**src/rtl/banked_regfile_mp.sv**
```systemverilog
// banked_regfile_mp: ARM banked register file (33 physical regs + PC), multi-read-port, with bank-scrub engine.
// Define REGFILE_BYPASS_EN to forward same-cycle writes (and pc_we) to matching reads.
module banked_regfile_mp #(
    parameter int                DATA_W  = 32,
    parameter int                NUM_RD  = 3,
    parameter logic [DATA_W-1:0] RST_VAL = '0
) (
    input  logic                     clk,
    input  logic                     rst,
    input  logic [4:0]               M,
    input  logic [4*NUM_RD-1:0]      rd_addr,
    output logic [DATA_W*NUM_RD-1:0] rd_data,
    output logic [NUM_RD-1:0]        rd_err,
    input  logic                     wr_en,
    input  logic [3:0]               wr_addr,
    input  logic [DATA_W-1:0]        wr_data,
    input  logic                     pc_we,
    input  logic [DATA_W-1:0]        pc_wdata,
    input  logic                     scrub_req,
    input  logic [4:0]               scrub_mode,
    output logic                     scrub_busy,
    output logic                     scrub_done,
    output logic                     wr_err,
    output logic                     err_sticky,
    input  logic                     err_clr
);
    localparam logic [4:0] USR = 5'b10000, FIQ = 5'b10001, IRQ = 5'b10010, SVC = 5'b10011,
                           MON = 5'b10110, ABT = 5'b10111, HYP = 5'b11010, UND = 5'b11011,
                           SYS = 5'b11111;

    typedef enum logic [1:0] {IDLE, SCRUB, DONE} state_t;

    function automatic logic mode_ok(input logic [4:0] m);
        return m inside {USR, FIQ, IRQ, SVC, MON, ABT, HYP, UND, SYS};
    endfunction

    // Physical layout: 0-7 r0-r7, 8-12 r8-r12, 13/14 usr, 15-21 fiq r8-r14,
    // 22-31 r13/r14 pairs for irq/svc/mon/abt/und, 32 hyp r13. Returns {legal, index}.
    function automatic logic [6:0] map_reg(input logic [4:0] m, input logic [3:0] a);
        logic [5:0] base;
        logic [5:0] ax;
        logic [5:0] idx;
        logic       ok;
        ax = {2'b00, a};
        ok = mode_ok(m) && a != 4'd15 && !(m == HYP && a == 4'd14);
        case (m)
            FIQ:     base = 6'd20;
            IRQ:     base = 6'd22;
            SVC:     base = 6'd24;
            MON:     base = 6'd26;
            ABT:     base = 6'd28;
            UND:     base = 6'd30;
            HYP:     base = 6'd32;
            default: base = 6'd13;
        endcase
        idx = (a < 4'd8) ? ax : (a < 4'd13) ? ((m == FIQ) ? ax + 6'd7 : ax) : base + ax - 6'd13;
        return {ok, ok ? idx : 6'd0};
    endfunction

    logic [DATA_W-1:0] regs [0:32];
    logic [DATA_W-1:0] pc;
    state_t            state;
    logic [4:0]        s_mode;
    logic [3:0]        s_addr;
    logic [3:0]        s_last;
    logic [6:0]        wr_map;
    logic [6:0]        s_map;
    logic              wr_ok;
    logic              wr_rej;
    logic              scrub_bad;

    assign wr_map    = map_reg(M, wr_addr);
    assign s_map     = map_reg(s_mode, s_addr);
    assign wr_ok     = wr_en && state == IDLE && wr_map[6];
    assign wr_rej    = wr_en && !wr_ok;
    assign scrub_bad = scrub_req && state == IDLE && !mode_ok(scrub_mode);

    always_ff @(posedge clk or negedge rst) begin
        if (!rst) begin
            state      <= IDLE;
            s_mode     <= USR;
            s_addr     <= '0;
            s_last     <= '0;
            scrub_busy <= 1'b0;
            scrub_done <= 1'b0;
        end else begin
            case (state)
                IDLE: if (scrub_req && mode_ok(scrub_mode)) begin
                    state      <= SCRUB;
                    scrub_busy <= 1'b1;
                    s_mode     <= scrub_mode;
                    s_addr     <= (scrub_mode == FIQ) ? 4'd8 : (scrub_mode == USR || scrub_mode == SYS) ? 4'd0 : 4'd13;
                    s_last     <= (scrub_mode == HYP) ? 4'd13 : 4'd14;
                end
                SCRUB: if (s_addr == s_last) begin
                    state      <= DONE;
                    scrub_done <= 1'b1;
                end else begin
                    s_addr <= s_addr + 4'd1;
                end
                default: begin
                    state      <= IDLE;
                    scrub_busy <= 1'b0;
                    scrub_done <= 1'b0;
                end
            endcase
        end
    end

    // User writes are only accepted in IDLE, so they never collide with a scrub clear.
    always_ff @(posedge clk or negedge rst) begin
        if (!rst) begin
            for (int k = 0; k < 33; k++) regs[k] <= RST_VAL;
            pc <= RST_VAL;
        end else begin
            if (pc_we) pc <= pc_wdata;
            if (wr_ok) regs[wr_map[5:0]] <= wr_data;
            if (state == SCRUB) regs[s_map[5:0]] <= '0;
        end
    end

    always_ff @(posedge clk or negedge rst) begin
        if (!rst) begin
            wr_err     <= 1'b0;
            err_sticky <= 1'b0;
        end else begin
            wr_err     <= wr_rej | scrub_bad;
            err_sticky <= (err_sticky & ~err_clr) | wr_rej | scrub_bad | (|rd_err);
        end
    end

    for (genvar i = 0; i < NUM_RD; i++) begin : g_rd
        logic [3:0]        a;
        logic [6:0]        mr;
        logic [DATA_W-1:0] v;
        assign a         = rd_addr[4*i +: 4];
        assign mr        = map_reg(M, a);
        assign rd_err[i] = !mode_ok(M) || (a != 4'd15 && !mr[6]);
`ifdef REGFILE_BYPASS_EN
        assign v = (a == 4'd15) ? (pc_we ? pc_wdata : pc) :
                   (wr_ok && wr_map[5:0] == mr[5:0]) ? wr_data : regs[mr[5:0]];
`else
        assign v = (a == 4'd15) ? pc : regs[mr[5:0]];
`endif
        assign rd_data[DATA_W*i +: DATA_W] = rd_err[i] ? '0 : v;
    end
endmodule
```
**config.mk**
```make
export PLATFORM = sky130hd
export DESIGN_NAME = banked_regfile_mp
export DESIGN_NICKNAME = d
export VERILOG_FILES = /design/src/rtl/banked_regfile_mp.sv
export SDC_FILE = /design/constraint.sdc
export NUM_CORES = 2
export LEC_CHECK = 0
export CAP_MARGIN = 0
export CORE_ASPECT_RATIO = 2
export CORE_MARGIN = 2
export CORE_UTILIZATION = 30
export DETAILED_ROUTE_END_ITERATION = 10
export MAX_ROUTING_LAYER = met4
export PLACE_DENSITY = 0.55
export SYNTH_ARGS = -nofsm -noshare
export SYNTH_HDL_FRONTEND = slang
export SYNTH_SLANG_ARGS = --single-unit
```
**constraint.sdc**
```tcl
create_clock -name clk -period 8.74 [get_ports clk]
set_input_delay 1.748 -clock clk [delete_from_list [all_inputs] [get_ports clk]]
set_output_delay 1.748 -clock clk [all_outputs]
set_load 0.02 [all_outputs]
```
### Word-level counts from Yosys, hierarchy flattened

Index checks and enable logic that the tools add are counted.

* output and inout bits: 103
* bits in registers: 1107
* bits of input ports: 96
* word-level logic and storage cells: 244

* add/subtract/negate cells: 16
* magnitude comparators: 17
* muxes and demuxes: 57
* eq/ne operators: 45
* bitwise gates (word level): 15
* reduce and logical (&&, ||, !) cells: 52

Operators with widths (number)
* $mux 1056: 2
* $and 1056x1056->1056: 1
* $bwmux 1056: 1
* $not 1056->1056: 1
* $bmux 32 s6: 3
* $mux 32: 14
* $demux 32 s6: 2
* $eq 5x5->1 const B: 27
* $mux 6: 15
* $pmux 6 s7: 2
* $lt 4x4->1 const B: 10
* $ge 7x7->1 const B: 5
* $not 6->7: 5
* $eq 4x4->1 const B: 8
* $add 6x4->6: 5
* $sub 6x4->6 const B: 5
* $reduce_bool 9->1: 3
* $logic_and 1x1->1: 26
* $add 4x3->5 const B: 5
* $mux 5: 5
* $ne 4x4->1 const B: 5
* $mux 4: 4
* $lt 7x1->1 const B: 2
* $logic_not 1->1: 11
* 19 further kinds: 35

### Depth between registers and ports, before layout

* word-level depth: 16
* gate-level depth with buffers: 21
* mapped depth without buffers: 18

### Least setup slack after synthesis

Ideal clock, no wire load.

* path type: input to output
* from: input port M[0]
* to: output port rd_data[74]
* cell stages on the path: 19
* data arrival time: 5.775 ns
* required time: 6.992 ns
* setup slack: 1.217 ns
* path buffers: 3
* cell sequence: buf_2 > nor3b_1 > o21ai_1 > inv_1 > ha_1 > inv_1 > ha_1 > fa_1 > inv_1 > o21ai_0 > a221oi_2 > nand3_1 > o21a_1 > buf_2 > nor3_2 > buf_2 > a21oi_1 > o21a_1 > a211oi_1

* longest elaborated chain between the ends: 13
* elaborated cells on any way between the ends: 31
* those cells by class: 2 x add/sub; 9 x eq/ne; 10 x mux; 1 x bitwise; 9 x reduce/logical

Ends and longest elaborated chain
* start: declaration: RTL line 10 `input logic [4:0] M,`
* $eq 5x5->1, on equally long branches
* $pmux 6 s7: RTL line 46 `case (m)`
* $add 6x4->6: RTL line 56 `idx = (a < 4'd8) ? ax : (a < 4'd13) ? ((m == FIQ) ? ax + 6'd7 : ax) : base + ax - 6'd13;`
* $sub 6x4->6: RTL line 56
* $mux 6 (2 in series): RTL line 56
* $mux 6: RTL line 57 `return {ok, ok ? idx : 6'd0};`
* $not 6->7 (implied by the code): RTL line 143 `assign v = (a == 4'd15) ? pc : regs[mr[5:0]];`
* $bmux 32 s6: RTL line 143
* $mux 32 (implied by the code) (2 in series): RTL line 143
* $mux 32: RTL line 143
* $mux 32 (*): RTL line 145 `assign rd_data[DATA_W*i +: DATA_W] = rd_err[i] ? '0 : v;`
* end: declaration: RTL line 12 `output logic [DATA_W*NUM_RD-1:0] rd_data,`

Every way passes the cells marked *; elsewhere a longest branch is shown, timed or not. The select of a mux whose other input is x is not followed.

### Worst setup path in the final report

* from: input port rd_addr[9]
* to: output port rd_data[69]

* longest elaborated chain between the ends: 11
* elaborated cells on any way between the ends: 25
* those cells by class: 3 x add/sub; 2 x order compare; 3 x eq/ne; 9 x mux; 1 x bitwise; 7 x reduce/logical

Ends and longest elaborated chain
* start: declaration: RTL line 11 `input logic [4*NUM_RD-1:0] rd_addr,`
* $add 6x4->6 (tied with other cells): RTL line 56
* $sub 6x4->6 (tied with other cells): RTL line 56
* $mux 6 or $logic_not 1->1 (tied branches): RTL line 56, 45
* $mux 6 or $logic_and 1x1->1 (tied branches): RTL line 56, 45
* $mux 6: RTL line 57
* $not 6->7 (implied by the code): RTL line 143
* $bmux 32 s6: RTL line 143
* $mux 32 (implied by the code) (2 in series): RTL line 143
* $mux 32: RTL line 143
* $mux 32 (*): RTL line 145

Marked as above.

==> reports/results.txt <==
Max Fanout on Critical Path = 12
Fin nets = 10400
Layout fillers = 25400
Leak = 45.3 nW
CP delay by family, top = buffers and inverters
Fin crit share = 101%
Hold Vio Cnt, Final = 0
Synth-to-layout area growth = 27.7%
Max VDD drop = 0.308 mV
Pre-Repair DR Iteration Count = 11
DR vias = 90000
Slew Viols, Final = 0
CTS tree = yes
Outcome = finished, violations left
Residual overflow from global routing = 0
Clk root buf = clkbuf_16
Worst path slowest cell = a311oi_4
Clock skew = 0.0748 ns
Clock transition at path regs = 0.06 ns
Critical path launch point type = primary input
Die X = 358 um
Clock Path Buffers = 3
Core Footprint = 249000 sq um
Sequential element share of the synthesized area = 36.9%
Minimum clock period = 8.78 ns
Initial DRC Count = 14500
Peak Freq = 114 MHz
PwrDens = 197 nW/um^2
Die area = 254000 sq um
CP max stage delay = 0.72 ns
Worst-skew pair later-pin latency = 0.85 ns
Cell Rows = 259
EDFF count, synth = 0
TritonCTS Buffers = 118
Post-synth top flop = dfrtp_1
Most used cell, CP = buf_4
Via density = 6.58
Slew @ Worst Pin = 1.43 ns
Vias in the first global route = 85500
Proportion of layout cells with a drive suffix above 1 = 17.9%
Worst hold slack = 0.495 ns
Ports = 199
Buf/Inv on CP = 9
Max_cap viols = 0
Netlist cell types = 90
Final core occ = 38.5%
Crit-path cells = clkdlybuf4s50_1 -> inv_1 -> buf_4 -> ha_1 -> and3b_1 -> nor4_1 -> buf_4 -> a311oi_4 -> buf_4 -> buf_4 -> nor2_1 -> nor2_1 -> o22ai_1 -> o31a_1 -> or3_1 -> buf_12 -> a31oi_4 -> buf_4 -> buf_12
Hold Buf Count CTS = 0
Largest net degree at the start of global routing = 140
Routed wire length per instance = 46.0 um
Average size of a mapped cell = 7.74 sq um
Yosys warning count = 0
Synth async-reset ratio = 100%
Initial Utilization = 30.2%
Required @ worst endpoint = 6.99 ns
WL final = 630 mm
Final Power = 18.8 mW
Violated checks = DRC, setup timing
Port bufs = 198
H-tree Lvls = 3
Worst Path Arrival = 7.04 ns
Setup violators final = 1
FF+latch count, synth = 1106
Final worst slack = -0.0447 ns
First-pass GRT wire length = 823 mm
Overall routing resource usage = 49.7%
Max-slew headroom = 4.47%
Die height = 711 um
Post-Synthesis Cells = 9689
Crit path capture type = output port
# DRC = 1
# clock sinks = 1106
Hpwl dp = 448 mm
Final Wtd Congestion = 1.11
Initial antenna violation count = 76
Synthesized Nets = 9845
Antenna viol nets, final = 0
Cell area after synthesis = 75000 sq um
Crit Path Category = in -> out
HP Class = reg -> reg
==> sequential cells by signal, indices dropped and copies added, names as in the netlist, 2 cells and up <==
register / flops
s_mode: 5
pc: 32
s_addr: 4
state: 2
s_last: 3
regs: 1056
==> metal layers <==
metal	global-route usage [%]	part of all wire (%)	vias up
li1	-	-	35100
met1	51.8	33	44600
met2	73.0	44	7257
met3	14.0	10	3051
met4	51.1	13	0
met5	-	0	-
==> synth_stat cells, types with 10 or more instances <==
library cell | n | area (sq um)
a32oi_1 | 46 | 403
nand2b_1 | 18 | 113
o2111ai_1 | 58 | 508
nand4_1 | 108 | 676
o21ai_0 | 221 | 1110
or3_1 | 10 | 62.6
buf_1 | 74 | 278
and2_1 | 11 | 68.8
nand2_1 | 2492 | 9350
a21boi_0 | 16 | 120
a211oi_1 | 133 | 998
a2111oi_0 | 20 | 175
buf_2 | 189 | 946
dfrtp_1 | 1105 | 27700
nor4_1 | 27 | 169
o32ai_1 | 13 | 114
o22ai_1 | 128 | 801
a22oi_1 | 30 | 225
mux2_2 | 107 | 1200
o21a_1 | 48 | 360
a32o_1 | 23 | 230
o221ai_1 | 41 | 359
nor3_1 | 57 | 285
mux2i_1 | 1007 | 10100
o31a_1 | 34 | 298
and3_1 | 127 | 795
a311oi_1 | 26 | 228
a31oi_1 | 169 | 1060
nor2b_1 | 10 | 62.6
a221o_1 | 27 | 270
a21o_1 | 17 | 128
a221oi_1 | 42 | 368
ha_1 | 55 | 688
o211ai_1 | 85 | 638
nand3_1 | 625 | 3130
inv_1 | 58 | 218
clkbuf_1 | 678 | 2540
a2bb2oi_1 | 15 | 131
nor2_1 | 986 | 3700
a21oi_1 | 595 | 2980
==> repair_timing <==
| action | CTS | global route |
|---|---|---|
| gates cloned | 0 | 0 |
| setup endpoints to repair | 96 | 76 |
| setup buffers | 25 | 7 |
| resized for setup | 145 | 50 |
| pin swaps | 31 | 28 |
==> layout make-up <==
type	instances	area [sq um]	share of cell area, %
timing repair buffer	1352	14200	14.8
multi-input combinational	7580	45000	47.0
sequential	1106	27700	28.9
clock inverter	75	993	1.04
antenna	96	240	0.251
clock buffer	147	3290	3.44
tap	3262	4080	4.26
inverter	58	218	0.227
==> cell usage in the layout (no fill, tap or decap), drive strengths merged, types with 149 or more instances in the layout <==
cell type  synthesis  final
nor2             987    987
nand3            626    626
mux2i           1007   1007
dfrtp           1105   1105
buf              267   1244
o21ai            228    228
clkbuf           678    149
a31oi            169    169
nand2           2494   2494
a21oi            595    595
==> kinds of logic after synthesis <==
kind of cell	Yosys count	share of synthesized area, %
muxes	1114	15.0
buffers and inverters	1003	5.36
adders and majority gates	60	1.05
xor gates and xnor gates	16	0.187
AOI/OAI and AO/OA	1849	16.1
and+or+nand+nor	4541	25.3
DFF	1106	36.9
==> path summary, 6_finish.rpt <==
check,from,end,slack (ns),cells past startpoint
min in group asynchronous,rst,regs[889]$_DFF_PN0_,0.88,1
max in group asynchronous,rst,regs[456]$_DFF_PN0_,5.91,3
min reg2reg,s_last[2]$_DFFE_PN0P_,s_last[2]$_DFFE_PN0P_,0.49,1
max reg2reg,s_mode[2]$_DFFE_PN0P_,regs[391]$_DFF_PN0_,3.03,18
min,s_last[2]$_DFFE_PN0P_,s_last[2]$_DFFE_PN0P_,0.49,1
max,rd_addr[9],rd_data[69],-0.04,19
==> stage by stage <==
stage	TNS, ns	instances	area, sq um	setup WS (ns)
floorplan	0	9689	75000	1.22
global placement	-56.01	13300	90100	-1.63
detailed placement	-43.56	13300	90100	-1.41
CTS	0	13600	95200	0.00397
global route	-0.0175	13700	95700	-0.0175
finish	-0.0447	13700	95700	-0.0447
==> report_power, final <==
part	total [mW]	leakage [nW]	internal [mW]	switching, mW
clock network	5.89	2.07	3.23	2.66
registers	6.26	15.3	5.52	0.738
logic	6.68	27.9	1.97	4.71
Power figures use the tool's default switching activity.
